===== src/rtl/i2s_tx_if.sv =====
// i2s_tx_if: sample pair handshake between the apu sample generator and the I2S serializer
interface i2s_tx_if #(
  parameter int SAMPLE_WIDTH = 16
);
  logic [2*SAMPLE_WIDTH-1:0] sample_in;
  logic                      sample_valid;
  logic                      sample_ready;
  modport master(output sample_in, sample_valid, input sample_ready);
  modport slave(input sample_in, sample_valid, output sample_ready);
endinterface


===== src/rtl/i2s_tx.sv =====
// i2s_tx: stereo PCM to I2S serializer with programmable bit clock and single-entry sample buffer
module i2s_tx #(
  parameter int SAMPLE_WIDTH = 16,
  parameter int BCLK_HALF    = 4
) (
  input  logic    clk,
  input  logic    reset,
  input  logic    enable,
  i2s_tx_if.slave s,
  output logic    bit_clk,
  output logic    frame_clk,
  output logic    sdata,
  output logic    underrun
);
  localparam int FW = 2 * SAMPLE_WIDTH;
  localparam int DW = $clog2(BCLK_HALF);
  localparam int PW = $clog2(FW);
  logic [DW-1:0] div_cnt;
  logic [PW-1:0] pos, pos_nxt;
  logic [FW-1:0] sample_buf, sr;
  logic          full, started, wrap, fall, fs, accept;
  assign s.sample_ready = enable & ~full;
  // started distinguishes the very first falling event after idle, which opens a frame without advancing pos
  always_comb begin
    wrap    = div_cnt == DW'(BCLK_HALF - 1);
    fall    = enable & wrap & bit_clk;
    fs      = fall & (~started | pos == PW'(FW - 1));
    pos_nxt = fs ? '0 : pos + 1'b1;
    accept  = s.sample_valid & s.sample_ready;
  end
  always_ff @(posedge clk or negedge reset) begin
    if (!reset) begin
      sample_buf <= '0;
      full       <= 1'b0;
      underrun   <= 1'b0;
      div_cnt    <= '0;
      pos        <= '0;
      sr         <= '0;
      started    <= 1'b0;
      bit_clk    <= 1'b0;
      frame_clk  <= 1'b0;
      sdata      <= 1'b0;
    end else begin
      if (accept) begin
        sample_buf <= s.sample_in;
        full       <= 1'b1;
      end else if (fs) begin
        full <= 1'b0;
      end
      underrun <= fs & ~full;
      if (!enable) begin
        div_cnt   <= '0;
        pos       <= '0;
        sr        <= '0;
        started   <= 1'b0;
        bit_clk   <= 1'b0;
        frame_clk <= 1'b0;
        sdata     <= 1'b0;
      end else begin
        div_cnt <= wrap ? '0 : div_cnt + 1'b1;
        if (wrap) bit_clk <= ~bit_clk;
        // sdata lags the shift register by one bclk, giving the I2S one-bit delay
        if (fall) begin
          started   <= 1'b1;
          pos       <= pos_nxt;
          frame_clk <= pos_nxt >= PW'(SAMPLE_WIDTH);
          sdata     <= sr[FW-1];
          sr        <= fs ? (full ? sample_buf : '0) : sr << 1;
        end
      end
    end
  end
endmodule


===== src/flat_wrapper.sv =====
// flat-port wrapper written by rule: the top's interface ports become plain ports
module i2s_tx_flat 
#(
  parameter int SAMPLE_WIDTH = 16,
  parameter int BCLK_HALF    = 4
)
  (clk, reset, enable, bit_clk, frame_clk, sdata, underrun, s_sample_in, s_sample_valid, s_sample_ready);
  i2s_tx_if #(.SAMPLE_WIDTH(SAMPLE_WIDTH)) s_i ();
  input  logic clk;
  input  logic reset;
  input  logic enable;
  output logic bit_clk;
  output logic frame_clk;
  output logic sdata;
  output logic underrun;
  input wire logic [$bits(s_i.sample_in)-1:0] s_sample_in;
  input wire logic [$bits(s_i.sample_valid)-1:0] s_sample_valid;
  output wire logic [$bits(s_i.sample_ready)-1:0] s_sample_ready;
  assign s_i.sample_in = s_sample_in;
  assign s_i.sample_valid = s_sample_valid;
  assign s_sample_ready = s_i.sample_ready;
  i2s_tx #(.SAMPLE_WIDTH(SAMPLE_WIDTH), .BCLK_HALF(BCLK_HALF)) u_core (.clk(clk), .reset(reset), .enable(enable), .s(s_i), .bit_clk(bit_clk), .frame_clk(frame_clk), .sdata(sdata), .underrun(underrun));
endmodule

===== config.mk =====
export PLATFORM = sky130hd
export DESIGN_NAME = i2s_tx_flat
export DESIGN_NICKNAME = d
export VERILOG_FILES = /design/src/rtl/i2s_tx_if.sv /design/src/rtl/i2s_tx.sv /design/src/flat_wrapper.sv
export SDC_FILE = /design/constraint.sdc
export NUM_CORES = 1
export LEC_CHECK = 0
export CORE_MARGIN = 5
export CORE_UTILIZATION = 29
export DETAILED_ROUTE_END_ITERATION = 10
export PLACE_DENSITY = 0.53
export SYNTH_ARGS = -nofsm -noshare
export SYNTH_HDL_FRONTEND = slang
export SYNTH_SLANG_ARGS = --single-unit

===== constraint.sdc =====
create_clock -name clk -period 4.4 [get_ports clk]
set_input_delay 1.32 -clock clk [delete_from_list [all_inputs] [get_ports clk]]
set_output_delay 1.32 -clock clk [all_outputs]
set_load 0.1 [all_outputs]

==> impl_metrics.ini, run 1 <==
[layout]
final_util_pct = 36.19
final_area_um2 = 3889
area_growth_pct = 23.43
num-fill-cells = 1103
diodes = 0
instances_no_fill = 412
nets = 306
final_layout_size_suffix_gt1_share_pct = 20.96

[detailed_routing]
drtPass1Iterations = 4
num_vias = 1941
routed_via_density = 4.711
drt_wl_total_um = 6148
wl_per_cell_um = 14.92
drc_errors = 0
drt_iter0_markers = 81
drtAntennaViolNets = 0

[pwr]
p_leak_nw = 1.775
p_int_w = 0.001155
combinationalPowerShare_pct = 8.5
vdd_drop_max_v = 0.0001692
clock_power_share_pct = 37.9
p_per_area_nw_per_um2 = 384.9
p_sw_w = 0.0003422
switching_share_pct = 22.87
seq_power_share_pct = 53.6

[placed_design]
portBuffers = 40
place_ws_ns = 0.7630
place_congestion = 0.6620
placed_area_um2 = 3676
hpwl_um = 3695
placed_cells = 396

[worst_hold_path]
hold_depth = 1
min_path_type = reg2reg
worstHoldStart = u_core.div_cnt[0]
min_to = u_core.div_cnt[0]

[timing]
worst_pin_slew_ns = 0.9762
rsz0062_at_grt = false
fin_skew_ns = 0.007802
slew_headroom_pct = 34.72
fin_crit_sh_pct = 82.60
setup_viol = 0
finalCriticalPeriod_ns = 3.634
timing.final.ws_setup_ns = 0.7656
drv_slew = 0
max_freq_mhz = 275.1
hold_viol_final = 0
fin_tns_setup_ns = 0

[clocking]
cts_resized = 0
tritoncts = built
cts_max_path_buffers = 2
clockRootBuffer = clkbuf_8
cts_sinks = 76
clk_latency_ns = 0.35
cts_buffers = 9
cts_hold_buf = 0
h-tree-depth = 3
clk_pin_slew_worst_paths_ns = 0.08
post_cts.repair.setup_buffers = 0

[logic_synthesis]
synth-compound-area-share_pct = 12.11
synth_area_leaders = dfrtp_1 (60%), mux2_2 (12%), a221o_1 (9.8%)
syn-instance-count = 226
ys_warn_count = 0
synthTopCellsByCount = dfrtp_1 (76), and2_1 (34), mux2_2 (33), a221o_1 (31), nand2_1 (7)
synth_top_family_by_area = compound AO/OA/AOI/OAI gates
yosysUniqueCellTypes = 33
synth-simple-area-share_pct = 11.04
yosys.area.top_type = dfrtp_1
synthMuxAreaShare_pct = 11.80
yosys.area_share.adder_pct = 1.191
synth_top_area_share_pct = 60.37
synth_edf_count = 0
synthArstFlopShare_pct = 100.0
synth-xor-area-share_pct = 0.2780
synth_nets = 265
synth_area_um2 = 3151
synth_most_common_cell = dfrtp_1
synth_flop_cell = dfrtp_1
synth-seq-cells = 76
syn_area_per_cell_um2 = 13.94
seq_area_frac_synth_pct = 60.37

[global_routing]
grt_first_pass_wirelength_um = 10490
grt_max_degree = 77
antenna_found_initial = 0
grt_usage_pct = 10.43
grt.overflow.total = 0
grt_pass1_vias = 2064

[floorplanning]
core_area_um2 = 10750
io_pins = 41
die_x_um = 114.2
start_util_pct = 29.32
fp.dieH_um = 114.2
die-area_um2 = 13050
fp-row-count = 38

[job]
cap_violations = 0

[critical_path]
cp_max_fo = 3
r2r_cells = 7
critPathKind = in2out
endpoint_kind = primary output
critPathLaunchType = input pin
r2r-start = u_core.pos[0]
rrSetupSlack_ns = 1.98
required_ns = 3.08
arrival_ns = 2.31
worst_r2r_endpoint = u_core.sr[11]

[run_status]
status = finished, final reports clean
-- worst max-delay path, stage by stage --
cell and delay [ns]:
clkdlybuf4s50_1 0.47, nor2b_1 0.30, buf_12 0.22
-- power by group through the flow --
stage	Sequential, W	Combinational, W	Clock (W)
after floorplan	0.000809	0.0000678	0
after global placement	0.000816	0.000126	0
after detailed placement	0.000818	0.000130	0
after CTS	0.000804	0.000131	0.000592
after global routing	0.000813	0.000143	0.000619
final	0.000802	0.000127	0.000568
-- final cells by class --
| cell class | instances | area, um^2 | share of cell area [%] |
|---|---|---|---|
| Sequential cell | 76 | 1902 | 48.91 |
| Multi-Input combinational cell | 135 | 1157 | 29.76 |
| Timing Repair Buffer | 44 | 437.9 | 11.26 |
| Tap cell | 140 | 175.2 | 4.505 |
| Clock buffer | 13 | 168.9 | 4.344 |
| Clock inverter | 3 | 43.79 | 1.126 |
| Inverter | 1 | 3.754 | 0.09653 |
-- routing by layer --
| metal | routed length, um | global-route usage, % | vias to the layer above |
|---|---|---|---|
| met5 | 0 | 0 | - |
| met4 | 102 | 4.434 | 0 |
| met3 | 260 | 4.228 | 8 |
| met2 | 2812 | 14.64 | 41 |
| met1 | 2973 | 14.17 | 985 |
| li1 | - | - | 907 |
-- state kept, by name, indices dropped and copies added, names as in the netlist --
name,flops
u_core.sample_buf,32
u_core.full,1
u_core.underrun,1
u_core.bit_clk,1
u_core.div_cnt,2
u_core.started,1
u_core.sr,32
u_core.pos,5
u_core.sdata,1
-- kinds of logic after synthesis --
family / Yosys count
AO/OA/AOI/OAI: 41
XOR/XNOR: 1
adder cells (fa/ha/maj): 3
buffers and inverters: 15
flip-flops: 76
multiplexers: 33
AND/OR/NAND/NOR: 57
-- stage by stage --
step | hold slack (ns) | power [W]
3_5_place_dp | 0.4299 | 0.0009479
4_1_cts | 0.4437 | 0.001526
2_1_floorplan | 0.4085 | 0.0008767
6_report | 0.4377 | 0.001497
3_3_place_gp | 0.4216 | 0.0009428
5_1_grt | 0.4693 | 0.001574
-- cells in the final DEF (no fill, tap or decap), drive strengths merged, types with 3 or more instances in the layout --
cell type,count
dfrtp,76
mux2,33
buf,6
nand2,7
clkbuf,13
clkdlybuf4s50,38
and2,35
ha,3
a21boi,4
a221o,31
-- worst max path at each step --
stage / startpoint / endpoint / slack (ns) / depth (start not counted)
5_1_grt: enable / s_sample_ready / 0.69 / 3
3_5_place_dp: enable / s_sample_ready / 0.76 / 3
4_1_cts: enable / s_sample_ready / 0.76 / 3
2_1_floorplan: enable / s_sample_ready / 0.38 / 1
6_report: enable / s_sample_ready / 0.77 / 3
3_3_place_gp: enable / s_sample_ready / 0.79 / 3
No activity file was read; power rests on OpenSTA's default activity.
==> run 2: changes to the inputs <==
==> constraint.sdc (replaced) <==
create_clock -name clk -period 3.7 [get_ports clk]
set_input_delay 1.11 -clock clk [delete_from_list [all_inputs] [get_ports clk]]
set_output_delay 1.11 -clock clk [all_outputs]
set_load 0.1 [all_outputs]
==> impl_metrics.ini, run 2 (synthesis results as in run 1) <==
[run_status]
status = finished, final reports clean

[clocking]
tritoncts = built
clockRootBuffer = clkbuf_8
h-tree-depth = 3
post_cts.repair.setup_buffers = 0
cts_buffers = 9
clk_pin_slew_worst_paths_ns = 0.08
clk_latency_ns = 0.34
cts_resized = 0
cts_hold_buf = 0
cts_sinks = 76
cts_max_path_buffers = 2

[critical_path]
critPathLaunchType = input pin
crit_path_top_delay_cell = clkdlybuf4s50_1
endpoint_kind = primary output
endpoint = s_sample_ready
rrSetupSlack_ns = 1.64
arrival_ns = 2.08
crit_family = buffers and inverters
worst_r2r_endpoint = u_core.sr[22]
cp.depth = 3
r2r-start = u_core.pos[0]
cp_max_fo = 3
critPathKind = in2out
cpPeakStageDelay_ns = 0.47
critPathBufInv = 2
required_ns = 2.59
path_cells = clkdlybuf4s50_1 > nor2b_1 > buf_12
r2r_cells = 7
worstSetupStartpoint = enable

[job]
cap_violations = 0

[layout]
final_layout_size_suffix_gt1_share_pct = 22.79
nets = 306
final_common_cell = dfrtp_1
instances_no_fill = 412
reg_top3 = u_core.sample_buf (32), u_core.sr (32), u_core.pos (5)
area_growth_pct = 24.98
most-common-layout-cells = dfrtp_1 (76), and2_1 (34), clkdlybuf4s50_1 (34)
diodes = 0

[pwr]
vdd_drop_max_v = 0.0002675
p_total_w = 0.001951
p_leak_nw = 1.811
p_per_area_nw_per_um2 = 495.5

[detailed_routing]
routed_via_density = 4.624
drt_iter0_markers = 75
drc_errors = 0
wl_per_cell_um = 14.55
num_vias = 1905
drtAntennaViolNets = 0
drtPass1Iterations = 4
drt_wl_total_um = 5996

[floorplanning]
start_util_pct = 29.32
die-area_um2 = 13050
fp.dieH_um = 114.2
io_pins = 41
fp-row-count = 38
die_x_um = 114.2
core_area_um2 = 10750

[placed_design]
placed_cells = 396
portBuffers = 40
hpwl_um = 3577
place_congestion = 0.7059

[global_routing]
antenna_found_initial = 0
grt_max_degree = 77
grt_usage_pct = 10.17
grt_pass1_vias = 2099
grt_first_pass_wirelength_um = 10400
grt.overflow.total = 0

[timing]
fin_tns_setup_ns = 0
finalCriticalPeriod_ns = 3.194
slew_headroom_pct = 36.56
max_freq_mhz = 313.1
setup_viol = 0
worst_pin_slew_ns = 0.9516
drv_slew = 0
fin_crit_sh_pct = 86.32
hold_viol_final = 0
rsz0062_at_grt = false
fin_skew_ns = 0.006614

[worst_hold_path]
min_path_type = reg2reg
==> run 2: changes by cell type in the layout (fill, tap and decap cells not counted), sizes merged <==
cell	before	now
clkinv	2	1
clkdlybuf4s50	38	34
clkbuf	13	10
bufinv	1	4
buf	6	10
inv	1	2
==> run 2: through the flow <==
stage	setup WS (ns)	area (um^2)	utilization (%)	hold slack (ns)
after floorplan	0.09666	3151	-	0.4085
after global placement	0.5102	3666	34.12	0.4260
final	0.5063	3938	36.64	0.4509
after detailed placement	0.4983	3666	34.12	0.4415
after CTS	0.4998	3938	36.64	0.4542
after global routing	0.4535	3938	36.64	0.4883
==> run 2: layout make-up <==
cell class / count / area (um^2)
Clock inverter: 6 / 133.9
Tap cell: 140 / 175.2
Multi-Input combinational cell: 135 / 1157
Sequential cell: 76 / 1902
Clock buffer: 10 / 137.6
Inverter: 1 / 3.754
Fill cell: 1075 / 6808
Timing Repair Buffer: 44 / 427.9
==> run 2: power breakdown <==
part | total [W] | switching, W | internal, W
Combinational | 0.000149 | 0.0000554 | 0.0000940
Sequential | 0.000954 | 0.0000432 | 0.000911
Clock | 0.000848 | 0.000311 | 0.000536
==> run 2: worst min path at each step <==
stage	end	cells after the start	startpoint	slack, ns
2_1_floorplan	u_core.div_cnt[0]	1	u_core.div_cnt[0]	0.41
3_3_place_gp	u_core.div_cnt[0]	1	u_core.div_cnt[0]	0.43
3_5_place_dp	u_core.div_cnt[0]	1	u_core.div_cnt[0]	0.44
4_1_cts	u_core.div_cnt[0]	1	u_core.div_cnt[0]	0.45
5_1_grt	u_core.div_cnt[0]	1	u_core.div_cnt[0]	0.49
6_report	u_core.div_cnt[0]	1	u_core.div_cnt[0]	0.45
==> run 2: metal layers <==
layer  vias to the layer above  track usage, %  wire (um)
met4                         0           2.613         31
li1                        909               -          -
met1                       961           13.50       2971
met5                         -               0          0
met3                         2           3.964        251
met2                        33           15.61       2741
